File: src/rtl/mips_fetch_pkg.sv
// Shared constants and types for the MIPS instruction fetch stage.
package mips_fetch_pkg;

  localparam logic [31:0] RESET_VECTOR = 32'hBFC0_0000;
  localparam logic [31:0] HALT_ADDR    = 32'h0000_0000;
  localparam int unsigned DEPTH        = 2;

  typedef struct packed {
    logic [31:0] pc;
    logic [31:0] instr;
  } fetch_entry_t;

endpackage

File: src/rtl/mips_fetch_unit_if.sv
// Fetch-stage bus: instruction RAM port, decode handshake, redirect and status.
interface mips_fetch_unit_if;

  logic [31:0] instr_address;
  logic [31:0] instr_readdata;
  logic        out_valid;
  logic        out_ready;
  logic [31:0] out_instr;
  logic [31:0] out_pc;
  logic        redirect_valid;
  logic [31:0] redirect_target;
  logic        halted;
  logic        idle;

  modport master (
    output instr_address,
    input  instr_readdata,
    output out_valid,
    input  out_ready,
    output out_instr,
    output out_pc,
    input  redirect_valid,
    input  redirect_target,
    output halted,
    output idle
  );

  modport slave (
    input  instr_address,
    output instr_readdata,
    input  out_valid,
    output out_ready,
    input  out_instr,
    input  out_pc,
    output redirect_valid,
    output redirect_target,
    input  halted,
    input  idle
  );

endinterface

File: src/rtl/fetch_buffer.sv
// Two-entry FIFO of fetched {pc, instr} pairs; pop, then flush-keep-oldest, then push.
module fetch_buffer
  import mips_fetch_pkg::*;
(
  input  logic         clk,
  input  logic         reset_n,
  input  logic         push,
  input  fetch_entry_t push_entry,
  input  logic         pop,
  input  logic         flush_keep_oldest,
  output logic [1:0]   count,
  output fetch_entry_t head
);

  fetch_entry_t entry0_q, entry0_d;
  fetch_entry_t entry1_q, entry1_d;
  logic [1:0]   count_q, count_d;
  logic [1:0]   cnt;

  always_comb begin
    entry0_d = entry0_q;
    entry1_d = entry1_q;
    cnt      = count_q;
    if (pop && cnt != 2'd0) begin
      entry0_d = entry1_q;
      cnt      = cnt - 2'd1;
    end
    if (flush_keep_oldest && cnt > 2'd1) begin
      cnt = 2'd1;
    end
    if (push) begin
      if (cnt == 2'd0) entry0_d = push_entry;
      else             entry1_d = push_entry;
      cnt = cnt + 2'd1;
    end
    count_d = cnt;
  end

  always_ff @(posedge clk or negedge reset_n) begin
    if (!reset_n) begin
      entry0_q <= '0;
      entry1_q <= '0;
      count_q  <= 2'd0;
    end else begin
      entry0_q <= entry0_d;
      entry1_q <= entry1_d;
      count_q  <= count_d;
    end
  end

  assign count = count_q;
  assign head  = entry0_q;

endmodule

File: src/rtl/mips_fetch_unit.sv
// MIPS fetch stage: PC register, delay-slot-aware redirect, halt detection, 2-deep buffer.
module mips_fetch_unit
  import mips_fetch_pkg::*;
(
  input  logic               clk,
  input  logic               reset_n,
  mips_fetch_unit_if.master  bus
);

  localparam logic [1:0] Full = 2'(DEPTH);

  logic [31:0]  pc_q, pc_d;
  logic         halted_q;
  logic [1:0]   count;
  logic [1:0]   count_after_pop;
  logic         pop;
  logic         push;
  logic         flush;
  fetch_entry_t head;
  fetch_entry_t fetched;

  assign pop             = (count != 2'd0) && bus.out_ready;
  assign count_after_pop = count - {1'b0, pop};
  assign fetched         = '{pc: pc_q, instr: bus.instr_readdata};

  // A surviving entry is the delay slot; otherwise this cycle's fetch becomes it.
  always_comb begin
    pc_d  = pc_q;
    push  = 1'b0;
    flush = 1'b0;
    if (!halted_q) begin
      if (bus.redirect_valid) begin
        pc_d = bus.redirect_target;
        if (count_after_pop != 2'd0) flush = 1'b1;
        else                         push  = 1'b1;
      end else if (count_after_pop != Full) begin
        push = 1'b1;
        pc_d = pc_q + 32'd4;
      end
    end
  end

  always_ff @(posedge clk or negedge reset_n) begin
    if (!reset_n) begin
      pc_q     <= RESET_VECTOR;
      halted_q <= 1'b0;
    end else begin
      pc_q     <= pc_d;
      halted_q <= (pc_d == HALT_ADDR);
    end
  end

  fetch_buffer u_fetch_buffer (
    .clk               (clk),
    .reset_n           (reset_n),
    .push              (push),
    .push_entry        (fetched),
    .pop               (pop),
    .flush_keep_oldest (flush),
    .count             (count),
    .head              (head)
  );

  assign bus.instr_address = pc_q;
  assign bus.out_valid     = (count != 2'd0);
  assign bus.out_instr     = head.instr;
  assign bus.out_pc        = head.pc;
  assign bus.halted        = halted_q;
  assign bus.idle          = halted_q && (count == 2'd0);

endmodule

File: src/flat_wrapper.sv
// flat-port wrapper written by rule: the top's interface ports become plain ports
module mips_fetch_unit_flat import mips_fetch_pkg::*;
  (clk, reset_n, bus_instr_address, bus_instr_readdata, bus_out_valid, bus_out_ready, bus_out_instr, bus_out_pc, bus_redirect_valid, bus_redirect_target, bus_halted, bus_idle);
  mips_fetch_unit_if bus_i ();
  input  logic clk;
  input  logic reset_n;
  output wire logic [$bits(bus_i.instr_address)-1:0] bus_instr_address;
  input wire logic [$bits(bus_i.instr_readdata)-1:0] bus_instr_readdata;
  output wire logic [$bits(bus_i.out_valid)-1:0] bus_out_valid;
  input wire logic [$bits(bus_i.out_ready)-1:0] bus_out_ready;
  output wire logic [$bits(bus_i.out_instr)-1:0] bus_out_instr;
  output wire logic [$bits(bus_i.out_pc)-1:0] bus_out_pc;
  input wire logic [$bits(bus_i.redirect_valid)-1:0] bus_redirect_valid;
  input wire logic [$bits(bus_i.redirect_target)-1:0] bus_redirect_target;
  output wire logic [$bits(bus_i.halted)-1:0] bus_halted;
  output wire logic [$bits(bus_i.idle)-1:0] bus_idle;
  assign bus_instr_address = bus_i.instr_address;
  assign bus_i.instr_readdata = bus_instr_readdata;
  assign bus_out_valid = bus_i.out_valid;
  assign bus_i.out_ready = bus_out_ready;
  assign bus_out_instr = bus_i.out_instr;
  assign bus_out_pc = bus_i.out_pc;
  assign bus_i.redirect_valid = bus_redirect_valid;
  assign bus_i.redirect_target = bus_redirect_target;
  assign bus_halted = bus_i.halted;
  assign bus_idle = bus_i.idle;
  mips_fetch_unit u_core (.clk(clk), .reset_n(reset_n), .bus(bus_i));
endmodule
File: config.mk
export PLATFORM = sky130hd
export DESIGN_NAME = mips_fetch_unit_flat
export DESIGN_NICKNAME = d
export VERILOG_FILES = /design/src/rtl/mips_fetch_pkg.sv /design/src/rtl/mips_fetch_unit_if.sv /design/src/rtl/fetch_buffer.sv /design/src/rtl/mips_fetch_unit.sv /design/src/flat_wrapper.sv
export SDC_FILE = /design/constraint.sdc
export NUM_CORES = 1
export LEC_CHECK = 0
export CAP_MARGIN = 20
export CORE_MARGIN = 2
export CORE_UTILIZATION = 35
export DETAILED_ROUTE_END_ITERATION = 8
export PLACE_DENSITY = 0.62
export SYNTH_ARGS = -nofsm -noshare
export SYNTH_HDL_FRONTEND = slang
export SYNTH_HIERARCHICAL = 1
export SYNTH_SLANG_ARGS = --single-unit
File: constraint.sdc
create_clock -name clk -period 2.3 [get_ports clk]
set_input_delay 0.46 -clock clk [delete_from_list [all_inputs] [get_ports clk]]
set_output_delay 0.46 -clock clk [all_outputs]
set_load 0.005 [all_outputs]
==> run_results.csv, run 1 <==
group,metric,value,unit
clocking,h-tree-depth,4,
critical_path,setup.worst_path.start_class,"flip-flop",
synth,yosysTopAreaCell,"dfrtp_1",
routing,drc,0,
sta,finClkSkew,0.0188,ns
critical_path,path_cells,"buf_4 > nand4_1 > a211oi_2 > buf_4 > a41o_1 > o211ai_1 > or4_1 > nor4_2 > and4_1",
run_status,violations,"setup timing",
synth,ys_seq_area_frac,0.512,
synth,synth.area.top_cells,"dfrtp_1, mux2_2, mux2i_1",
cells_and_area,area_growth,64.5,%
synth,synth_warnings,6,
sta,period_needed,2.54,ns
synth,synthTopCellsByCount,"dfrtp_1, nand2_1, o21ai_0",
synth,synthesis.area,0.00799,mm2
sta,finalCritPeriodShare,1.11,
sta,setup_ws,-0.245,ns
grt,overflow,0,
floorplan,fp.dieW,155,um
routing,first_pass_iters,5,
critical_path,path_delay_family,"simple AND/OR/NAND/NOR gates",
synth,async_flop_share,1.00,
min_path,min_from,"u_core/u_fetch_buffer/entry1_q[6]$_DFFE_PN0P_",
routing,num_vias,7264,
clocking,clk_pin_slew,0.07,ns
floorplan,coreArea,0.0225,mm2
pwr,p_total,18.8,mW
synth,ys.flop_type,"dfrtp_1",
floorplan,initial_utilization,0.355,
cells_and_area,num_antenna_cells,0,
critical_path,end_kind,"flip-flop",
routing,viasPerCell,5.43,
flow_run,maxCapViolCount,0,
grt,grt_max_degree,49,
sta,setup_violations,112,
cells_and_area,fin_util,0.584,
synth,syn_nets,789,
grt,use_met2,0.326,
critical_path,required,2.67,ns
cells_and_area,fin_nets,1111,
sta,slew_violations,0,
grt,grt_busiest_layer,"met2",
routing,drt_iter0_drc,591,
synth,synth_top_area_frac,0.482,
floorplan,io_pins,167,
critical_path,cpMostUsedCell,"buf_4",
critical_path,worstPathMaxFanout,8,
grt,grt_pass1_wl,38.1,mm
pwr,p_leak,5.99,nW
clocking,clock_latency,0.44,ns
cells_and_area,final_area,0.0131,mm2
routing,ant_nets,0,
min_path,min_path_type,"flip-flop to flip-flop",
floorplan,num_rows,55,
synth,synthDistinctLibCells,79,
critical_path,critPathBufInv,2,
placement,gp_congestion,0.991,
critical_path,critical_path_class,"flip-flop to flip-flop",
routing,wire_per_inst,20.5,um
synth,synth-edff-count,0,
clocking,cts-root-buf,"clkbuf_16",
sta,fmax,393,MHz
critical_path,cp-startpoint,"u_core/bus.instr_address[7]$_DFF_PN0_",
clocking,clockBufferDepth,2,
synth,synth_area_per_cell,11.1,um2
grt,first_global_vias,6852,
run_status,status,"finished with violations",
critical_path,r2r-start,"u_core/bus.instr_address[7]$_DFF_PN0_",
synth,synth_most_common_cell,"dfrtp_1",
clocking,cts_tree,"yes",
synth,netlist_instances,718,
sta,slew_headroom,0.683,
cells_and_area,final_layout_size_suffix_gt1_frac,0.411,
clocking,clkSinkCount,163,
critical_path,arrival,2.92,ns
clocking,cts_made_buffers,17,
floorplan,die_y,155,um
routing,routed_wl,27.4,mm
sta,hold_viol_final,0,
cells_and_area,instances_no_fill,1338,
grt,grt_use_met1,0.276,
grt,use_met3,0.0423,
pwr,power_density,1430,mW/mm2
synth,ys_seq_elements,163,
sta,fin_hold_ws,0.510,ns
sta,tightest_slew,0.475,ns
grt,grt_usage,0.204,
critical_path,critPathMaxStageDelay,0.54,ns
grt,antenna_found_initial,0,
placement,dpl.cell_count,1263,
placement,dpl_cell_area,0.0110,mm2
critical_path,crit_slowest_cell,"or4_1",
placement,port-buffer-count,166,
pwr,ir_worst_vdd,0.000616,V
sta,rsz0062_at_grt,"yes",
cells_and_area,fillers,1821,
placement,dp_hpwl,16.6,mm
floorplan,dieArea,0.0240,mm2
[power breakdown]
part	switching [mW]	leakage (nW)	internal, mW
Sequential	0.744	1.91	4.19
Clock	1.26	0.294	1.76
Combinational	4.45	3.79	6.43
Total	6.46	5.99	12.4
[worst register-to-register path: stages, from the launching register on]
cell	delay [ns]
dfrtp_2	0.36
buf_4	0.16
nand4_1	0.21
a211oi_2	0.28
buf_4	0.19
a41o_1	0.17
o211ai_1	0.12
or4_1	0.54
nor4_2	0.25
and4_1	0.21
[final cells by class]
type | count | area [um2] | share of cell area
Sequential cell | 163 | 4100 | 0.312
Clock buffer | 20 | 447 | 0.0340
Tap cell | 285 | 357 | 0.0271
Timing Repair Buffer | 345 | 3670 | 0.279
Clock inverter | 12 | 169 | 0.0129
Multi-Input combinational cell | 500 | 4350 | 0.331
Inverter | 13 | 53.8 | 0.00409
[metrics by stage]
stage                     TNS [ns]  setup WS, ns
after floorplan              -3.43       -0.0530
after global placement      -81.05        -0.850
after detailed placement    -83.37        -0.784
after CTS                   -16.19        -0.219
after global routing        -21.51        -0.324
final                       -12.87        -0.245
[final timing paths]
path / to / slack (ns) / depth (start not counted)
worst max-delay path: u_core/bus.halted$_DFF_PN0_ / -0.24 / 9
worst min-delay path: u_core/u_fetch_buffer/entry1_q[6]$_DFFE_PN0P_ / 0.51 / 1
worst max register to register: u_core/bus.halted$_DFF_PN0_ / -0.24 / 9
worst min register to register: u_core/u_fetch_buffer/entry1_q[6]$_DFFE_PN0P_ / 0.51 / 1
max in group asynchronous: u_core/bus.instr_address[26]$_DFF_PN1_ / 1.00 / 3
min in group asynchronous: u_core/u_fetch_buffer/entry1_q[4]$_DFFE_PN0P_ / 0.55 / 2
[timing repair]
| action | in CTS | in global routing |
|---|---|---|
| cloned | 8 | 18 |
| hold endpoints to repair | 44 | 0 |
| setup buffers | 10 | 8 |
| gates resized for setup | 32 | 255 |
| pin swaps | 6 | 68 |
| endpoints found under the setup margin | 130 | 131 |
| hold buffers | 1 | 0 |
[routing by layer]
layer / up-vias / share of wire
li1: 3309 / -
met1: 3576 / 0.44
met2: 333 / 0.48
met3: 46 / 0.067
met4: 0 / 0.020
met5: - / 0
[cells by family (layout without fill, tap and decap cells)]
group / count (synthesis) / after routing / synth area share
xor gates and xnor gates: 2 / 2 / 0.00313
DFF: 163 / 163 / 0.512
muxes: 130 / 130 / 0.173
and+or+nand+nor: 212 / 213 / 0.138
buffers and inverters: 56 / 390 / 0.0473
adders and majority gates: 3 / 3 / 0.00470
AOI/OAI and AO/OA: 152 / 152 / 0.122
[registers in the layout (all words and copies together) (netlist names)]
| name | count |
|---|---|
| u_core/bus.halted | 1 |
| u_core/u_fetch_buffer/count | 2 |
| u_core/u_fetch_buffer/head | 64 |
| u_core/bus.instr_address | 32 |
| u_core/u_fetch_buffer/entry1_q | 64 |
[cell usage in the layout, fill, tap and decap left out, types with 7 or more instances in the layout]
cell and count:
a21oi_1 11, and3_1 7, buf_12 18, buf_4 128
buf_6 9, clkbuf_16 32, clkdlybuf4s50_1 162, dfrtp_1 148
dfstp_2 9, inv_1 9, mux2_4 63, mux2i_1 65
nand2_1 38, nand2_2 29, nand2_4 28, nand3_1 17
nand4_1 10, nor2_1 16, nor3_1 9, nor4_1 7
o211ai_1 7, o21ai_0 9, o21ai_1 28, o21ai_2 37
o22ai_1 9
Power figures use the tool's default switching activity.
==> run 2, diff against run 1 <==
--- a/config.mk
+++ b/config.mk
@@ -9,7 +9,7 @@
 export CORE_MARGIN = 2
 export CORE_UTILIZATION = 35
 export DETAILED_ROUTE_END_ITERATION = 8
-export PLACE_DENSITY = 0.62
+export PLACE_DENSITY = 0.72
 export SYNTH_ARGS = -nofsm -noshare
 export SYNTH_HDL_FRONTEND = slang
 export SYNTH_HIERARCHICAL = 1
==> run 2 against run 1 <==
  * The flow still finishes with violations (setup timing)
  * Clock power fell by 1%
  * Critical path depth down 1
  * Setup slack improved by 0.044 ns
  * Wire length increased by 3.8%
  * Register-to-register slack better by 0.04 ns
  * Global-route usage up 2.7 points
  * Worst hold slack lost 0.0056 ns
  * Count of clock-buffer cells in the layout fell by 1
  * Largest cell class unchanged
  * Via count increased by 1.8%
  * Critical endpoint unchanged
  * Non-clock buffer count shrank 6
  * Highest routed layer unchanged
==> run_results.csv, run 2 (synthesis gave the netlist of run 1 again) <==
group,metric,value,unit
sta,setup_violations,120,
floorplan,initial_utilization,0.355,
sta,hold_viol_final,0,
cells_and_area,final_cell_mix,"clkdlybuf4s50_1, dfrtp_1, buf_4",
flow_run,maxCapViolCount,0,
cells_and_area,fin_util,0.579,
routing,viasPerCell,5.55,
cells_and_area,layout_commonest_cell,"clkdlybuf4s50_1",
grt,grt_pass1_wl,42.8,mm
floorplan,fp.dieW,155,um
critical_path,critical_path_class,"flip-flop to flip-flop",
clocking,cts-root-buf,"clkbuf_16",
critical_path,required,2.67,ns
run_status,status,"finished with violations",
clocking,cts_made_buffers,17,
grt,antenna_found_initial,0,
clocking,h-tree-depth,4,
routing,first_pass_iters,5,
critical_path,r2r_slack,-0.20,ns
critical_path,crit_slowest_cell,"or4_4",
grt,overflow,0,
routing,drc,0,
critical_path,cp-startpoint,"u_core/bus.instr_address[2]$_DFF_PN0_",
critical_path,setup.worst_path.start_class,"flip-flop",
floorplan,dieArea,0.0240,mm2
floorplan,io_pins,167,
critical_path,end_kind,"flip-flop",
pwr,p_leak,5.88,nW
critical_path,worstPathMaxFanout,6,
clocking,clockBufferDepth,2,
routing,num_vias,7393,
critical_path,arrival,2.87,ns
run_status,violations,"setup timing",
sta,rsz0062_at_grt,"yes",
cells_and_area,fillers,1798,
clocking,clock_latency,0.43,ns
grt,first_global_vias,7491,
floorplan,num_rows,55,
cells_and_area,area_growth,63.2,%
grt,grt_usage,0.232,
cells_and_area,final_layout_size_suffix_gt1_frac,0.425,
min_path,min_path_type,"flip-flop to flip-flop",
sta,setup_ws,-0.200,ns
critical_path,path_cells,"ha_2 > and2_4 > and3_1 > a311oi_2 > a211oi_2 > or4_4 > nor4_4 > and4_1",
sta,slew_violations,0,
clocking,clk_pin_slew,0.07,ns
critical_path,critPathMaxStageDelay,0.51,ns
critical_path,reg2reg_depth,8,
pwr,power_density,1400,mW/mm2
critical_path,r2r-start,"u_core/bus.instr_address[2]$_DFF_PN0_",
placement,dp_hpwl,16.9,mm
cells_and_area,fin_nets,1106,
sta,tightest_slew,0.491,ns
placement,port-buffer-count,166,
clocking,cts_tree,"yes",
sta,period_needed,2.50,ns
sta,finClkSkew,0.0143,ns
floorplan,coreArea,0.0225,mm2
sta,finalCritPeriodShare,1.09,
critical_path,r2r_end,"u_core/bus.halted$_DFF_PN0_",
pwr,p_total,18.2,mW
critical_path,crit_path_end,"u_core/bus.halted$_DFF_PN0_",
sta,fmax,400,MHz
placement,gp_congestion,0.920,
routing,ant_nets,0,
pwr,ir_worst_vdd,0.000670,V
clocking,clkSinkCount,163,
routing,wire_per_inst,21.3,um
routing,drt_iter0_drc,582,
grt,grt_max_degree,49,
cells_and_area,num_antenna_cells,0,
floorplan,die_y,155,um
sta,slew_headroom,0.673,
routing,routed_wl,28.4,mm
run 2: cell types whose count changed in the layout (fill, tap and decap cells not counted), sizes merged:
cell and change:
clkinvlp -1, clkbuf -14, inv -1, buf +7
and2 +1, clkdlybuf4s50 +1, dlygate4sd2 -1, clkinv +3
run 2: worst min-delay path by stage:
stage | startpoint | endpoint | slack, ns | cells after the start
detailed placement | reset_n | u_core/u_fetch_buffer/head[7]$_DFF_PN0_ | 0.44 | 1
CTS | u_core/u_fetch_buffer/entry1_q[39]$_DFFE_PN0P_ | u_core/u_fetch_buffer/entry1_q[39]$_DFFE_PN0P_ | 0.49 | 1
global placement | reset_n | u_core/u_fetch_buffer/head[7]$_DFF_PN0_ | 0.43 | 1
global route | u_core/u_fetch_buffer/entry1_q[26]$_DFFE_PN0P_ | u_core/u_fetch_buffer/entry1_q[26]$_DFFE_PN0P_ | 0.52 | 1
floorplan | reset_n | u_core/bus.halted$_DFF_PN0_ | 0.16 | 0
finish | u_core/u_fetch_buffer/entry1_q[12]$_DFFE_PN0P_ | u_core/u_fetch_buffer/entry1_q[12]$_DFFE_PN0P_ | 0.50 | 1
run 2: stage by stage:
step	cell area, um2	std cells	setup WS [ns]	hold WS (ns)	setup TNS (ns)
2_1_floorplan	8120	718	-0.0530	0.164	-3.43
3_3_place_gp	10900	1260	-0.787	0.433	-78.36
3_5_place_dp	10900	1260	-0.838	0.442	-82.12
4_1_cts	12600	1333	-0.177	0.491	-16.03
5_1_grt	13000	1333	-0.265	0.520	-22.79
6_report	13000	1333	-0.200	0.505	-14.05
run 2: layout make-up:
type,instances,area [um2],share of cell area
Multi-Input combinational cell,501,4350,0.333
Sequential cell,163,4100,0.314
Timing Repair Buffer,339,3580,0.274
Clock buffer,19,433,0.0332
Tap cell,285,357,0.0273
Clock inverter,13,173,0.0132
Inverter,13,53.8,0.00413
run 2: repair_timing:
action                                 4_1_cts  5_1_grt
endpoints found under the hold margin       39        0
cloned                                      21        2
pin swaps                                   46       47
hold buffers                                 1        0
setup buffers                               20        4
setup endpoints to repair                  131      132
resized for setup                          162      125
run 2: metal layers:
| metal | routed length [um] | vias up | GRT usage |
|---|---|---|---|
| li1 | - | 3308 | - |
| met1 | 12200 | 3699 | 0.307 |
| met3 | 1610 | 50 | 0.0396 |
| met2 | 13900 | 336 | 0.387 |
| met4 | 691 | 0 | 0.0763 |
| met5 | 0 | - | 0 |
run 2: critical path: cells and delay by family (launching register included):
| kind | cells | cell delay (ns) |
|---|---|---|
| compound gates | 2 | 0.41 |
| fa+ha+maj | 1 | 0.21 |
| flops | 1 | 0.45 |
| simple gates | 5 | 1.36 |
run 2: report_power, final:
part	internal [mW]	switching [mW]	leakage, nW
Sequential	4.20	0.787	1.91
Clock	1.73	1.25	0.293
Combinational	5.82	4.44	3.69
==> run 3, diff against run 2 <==
--- a/config.mk
+++ b/config.mk
@@ -10,6 +10,8 @@
 export CORE_UTILIZATION = 35
 export DETAILED_ROUTE_END_ITERATION = 8
 export PLACE_DENSITY = 0.72
+export SKIP_LAST_GASP = 1
+export SLEW_MARGIN = 20
 export SYNTH_ARGS = -nofsm -noshare
 export SYNTH_HDL_FRONTEND = slang
 export SYNTH_HIERARCHICAL = 1
==> run 3 against run 2 <==
  * The run still ends with setup timing left
  * Clock power about the same
  * Cell area decreased by 1.4%
  * Final cell count decreased by 0.23%
  * Core utilization decreased by 0.82 points
  * Sequential power about the same
  * Combinational power decreased by 4%
  * Critical path depth increased by 1
  * Largest cell class unchanged
  * Largest power group unchanged
==> run_results.csv, run 3 (synthesis gave the netlist of run 1 again) <==
group,metric,value,unit
cells_and_area,final_area,0.0129,mm2
pwr,p_leak,5.75,nW
critical_path,setup.worst_path.start_class,"flip-flop",
critical_path,critPathMaxStageDelay,0.50,ns
placement,dp_hpwl,16.9,mm
grt,grt_usage,0.233,
critical_path,critical_path_class,"flip-flop to flip-flop",
grt,use_met2,0.392,
floorplan,coreArea,0.0225,mm2
routing,drc,0,
routing,wire_per_inst,21.1,um
pwr,p_total,17.8,mW
critical_path,r2r-start,"u_core/u_fetch_buffer/count[0]$_DFF_PN0_",
run_status,status,"finished with violations",
grt,grt_max_degree,49,
critical_path,critPathBufInv,2,
sta,finClkSkew,0.0170,ns
clocking,clock_latency,0.43,ns
floorplan,fp.dieW,155,um
routing,drt_iter0_drc,599,
sta,rsz0062_at_grt,"yes",
cells_and_area,layout_commonest_cell,"clkdlybuf4s50_1",
grt,overflow,0,
cells_and_area,fin_nets,1103,
routing,viasPerCell,5.49,
critical_path,crit_slowest_cell,"dfrtp_2",
clocking,clkSinkCount,163,
placement,dpl_cell_area,0.0109,mm2
sta,period_needed,2.49,ns
floorplan,io_pins,167,
placement,gp_congestion,0.920,
floorplan,dieArea,0.0240,mm2
grt,first_global_vias,7393,
floorplan,initial_utilization,0.355,
critical_path,cp-startpoint,"u_core/u_fetch_buffer/count[0]$_DFF_PN0_",
grt,grt_busiest_layer,"met2",
cells_and_area,fin_util,0.571,
clocking,h-tree-depth,4,
sta,tightest_slew,0.499,ns
routing,routed_wl,28.1,mm
cells_and_area,num_antenna_cells,0,
sta,hold_viol_final,0,
cells_and_area,area_growth,60.9,%
critical_path,worstPathMaxFanout,25,
routing,first_pass_iters,5,
placement,port-buffer-count,166,
run_status,violations,"setup timing",
sta,finalCritPeriodShare,1.08,
sta,slew_headroom,0.668,
pwr,power_density,1390,mW/mm2
clocking,clockBufferDepth,2,
critical_path,cpMostUsedCell,"ha_4",
clocking,cts_made_buffers,17,
sta,fmax,401,MHz
cells_and_area,final_cell_mix,"clkdlybuf4s50_1, dfrtp_1, buf_4",
sta,setup_violations,122,
grt,antenna_found_initial,0,
floorplan,die_y,155,um
cells_and_area,final_layout_size_suffix_gt1_frac,0.411,
grt,use_met3,0.0404,
grt,grt_use_met1,0.308,
critical_path,path_delay_family,"simple AND/OR/NAND/NOR gates",
critical_path,required,2.59,ns
min_path,min_from,"u_core/u_fetch_buffer/entry1_q[41]$_DFFE_PN0P_",
grt,grt_pass1_wl,43.0,mm
routing,ant_nets,0,
sta,tns,-14.07,ns
clocking,cts_tree,"yes",
critical_path,end_kind,"flip-flop",
clocking,cts-root-buf,"clkbuf_16",
flow_run,maxCapViolCount,0,
routing,num_vias,7303,
floorplan,num_rows,55,
clocking,clk_pin_slew,0.07,ns
sta,slew_violations,0,
sta,setup_ws,-0.194,ns
pwr,ir_worst_vdd,0.000703,V
critical_path,arrival,2.79,ns
min_path,min_path_type,"flip-flop to flip-flop",
critical_path,path_cells,"inv_2 > ha_4 > and2b_1 > and2_4 > or3_4 > ha_4 > nor2_8 > buf_12 > mux2_1",
==> run 3: cell type report <==
class | count | area [um2]
Clock buffer | 19 | 433
Clock inverter | 13 | 173
Fill cell | 1820 | 9650
Inverter | 13 | 53.8
Multi-Input combinational cell | 501 | 4220
Sequential cell | 163 | 4100
Tap cell | 285 | 357
Timing Repair Buffer | 336 | 3530
==> run 3: metrics by stage <==
step           std cells  hold slack (ns)  setup slack, ns
4_1_cts             1333            0.491           -0.182
3_5_place_dp        1260            0.442           -0.838
2_1_floorplan        718            0.164          -0.0530
3_3_place_gp        1260            0.433           -0.787
5_1_grt             1330            0.520           -0.274
6_report            1330            0.506           -0.194
==> run 3: worst paths after layout <==
path,to,slack (ns),depth (start not counted)
worst max-delay path,u_core/u_fetch_buffer/entry1_q[11]$_DFFE_PN0P_,-0.19,9
worst min-delay path,u_core/u_fetch_buffer/entry1_q[41]$_DFFE_PN0P_,0.51,1
worst max register to register,u_core/u_fetch_buffer/entry1_q[11]$_DFFE_PN0P_,-0.19,9
worst min register to register,u_core/u_fetch_buffer/entry1_q[41]$_DFFE_PN0P_,0.51,1
max in group asynchronous,u_core/u_fetch_buffer/entry1_q[24]$_DFFE_PN0P_,1.07,3
min in group asynchronous,u_core/u_fetch_buffer/entry1_q[7]$_DFFE_PN0P_,0.56,2
==> run 3: timing repair <==
action	4_1_cts	5_1_grt
hold buffers	1	0
setup endpoints to repair	131	132
pin swaps	36	48
setup buffers	20	2
endpoints found under the hold margin	39	0
gates cloned	21	1
resized for setup	124	126
==> run 3: worst register-to-register path, stage by stage (launching register included) <==
cell and delay (ns):
dfrtp_2 0.50, inv_2 0.10, ha_4 0.13, and2b_1 0.20, and2_4 0.14, or3_4 0.37, ha_4 0.20, nor2_8 0.14
buf_12 0.20, mux2_1 0.38
==> run 3: per-layer routing <==
layer	share of wire	up-vias
met1	0.43	3674
met3	0.054	40
met2	0.49	304
met4	0.022	0
li1	-	3285
met5	0	-
==> run 3: where the power goes <==
group | switching (mW) | internal [mW] | leakage [nW]
sequential | 0.778 | 4.19 | 1.91
clock | 1.27 | 1.73 | 0.293
combinational | 4.32 | 5.56 | 3.55
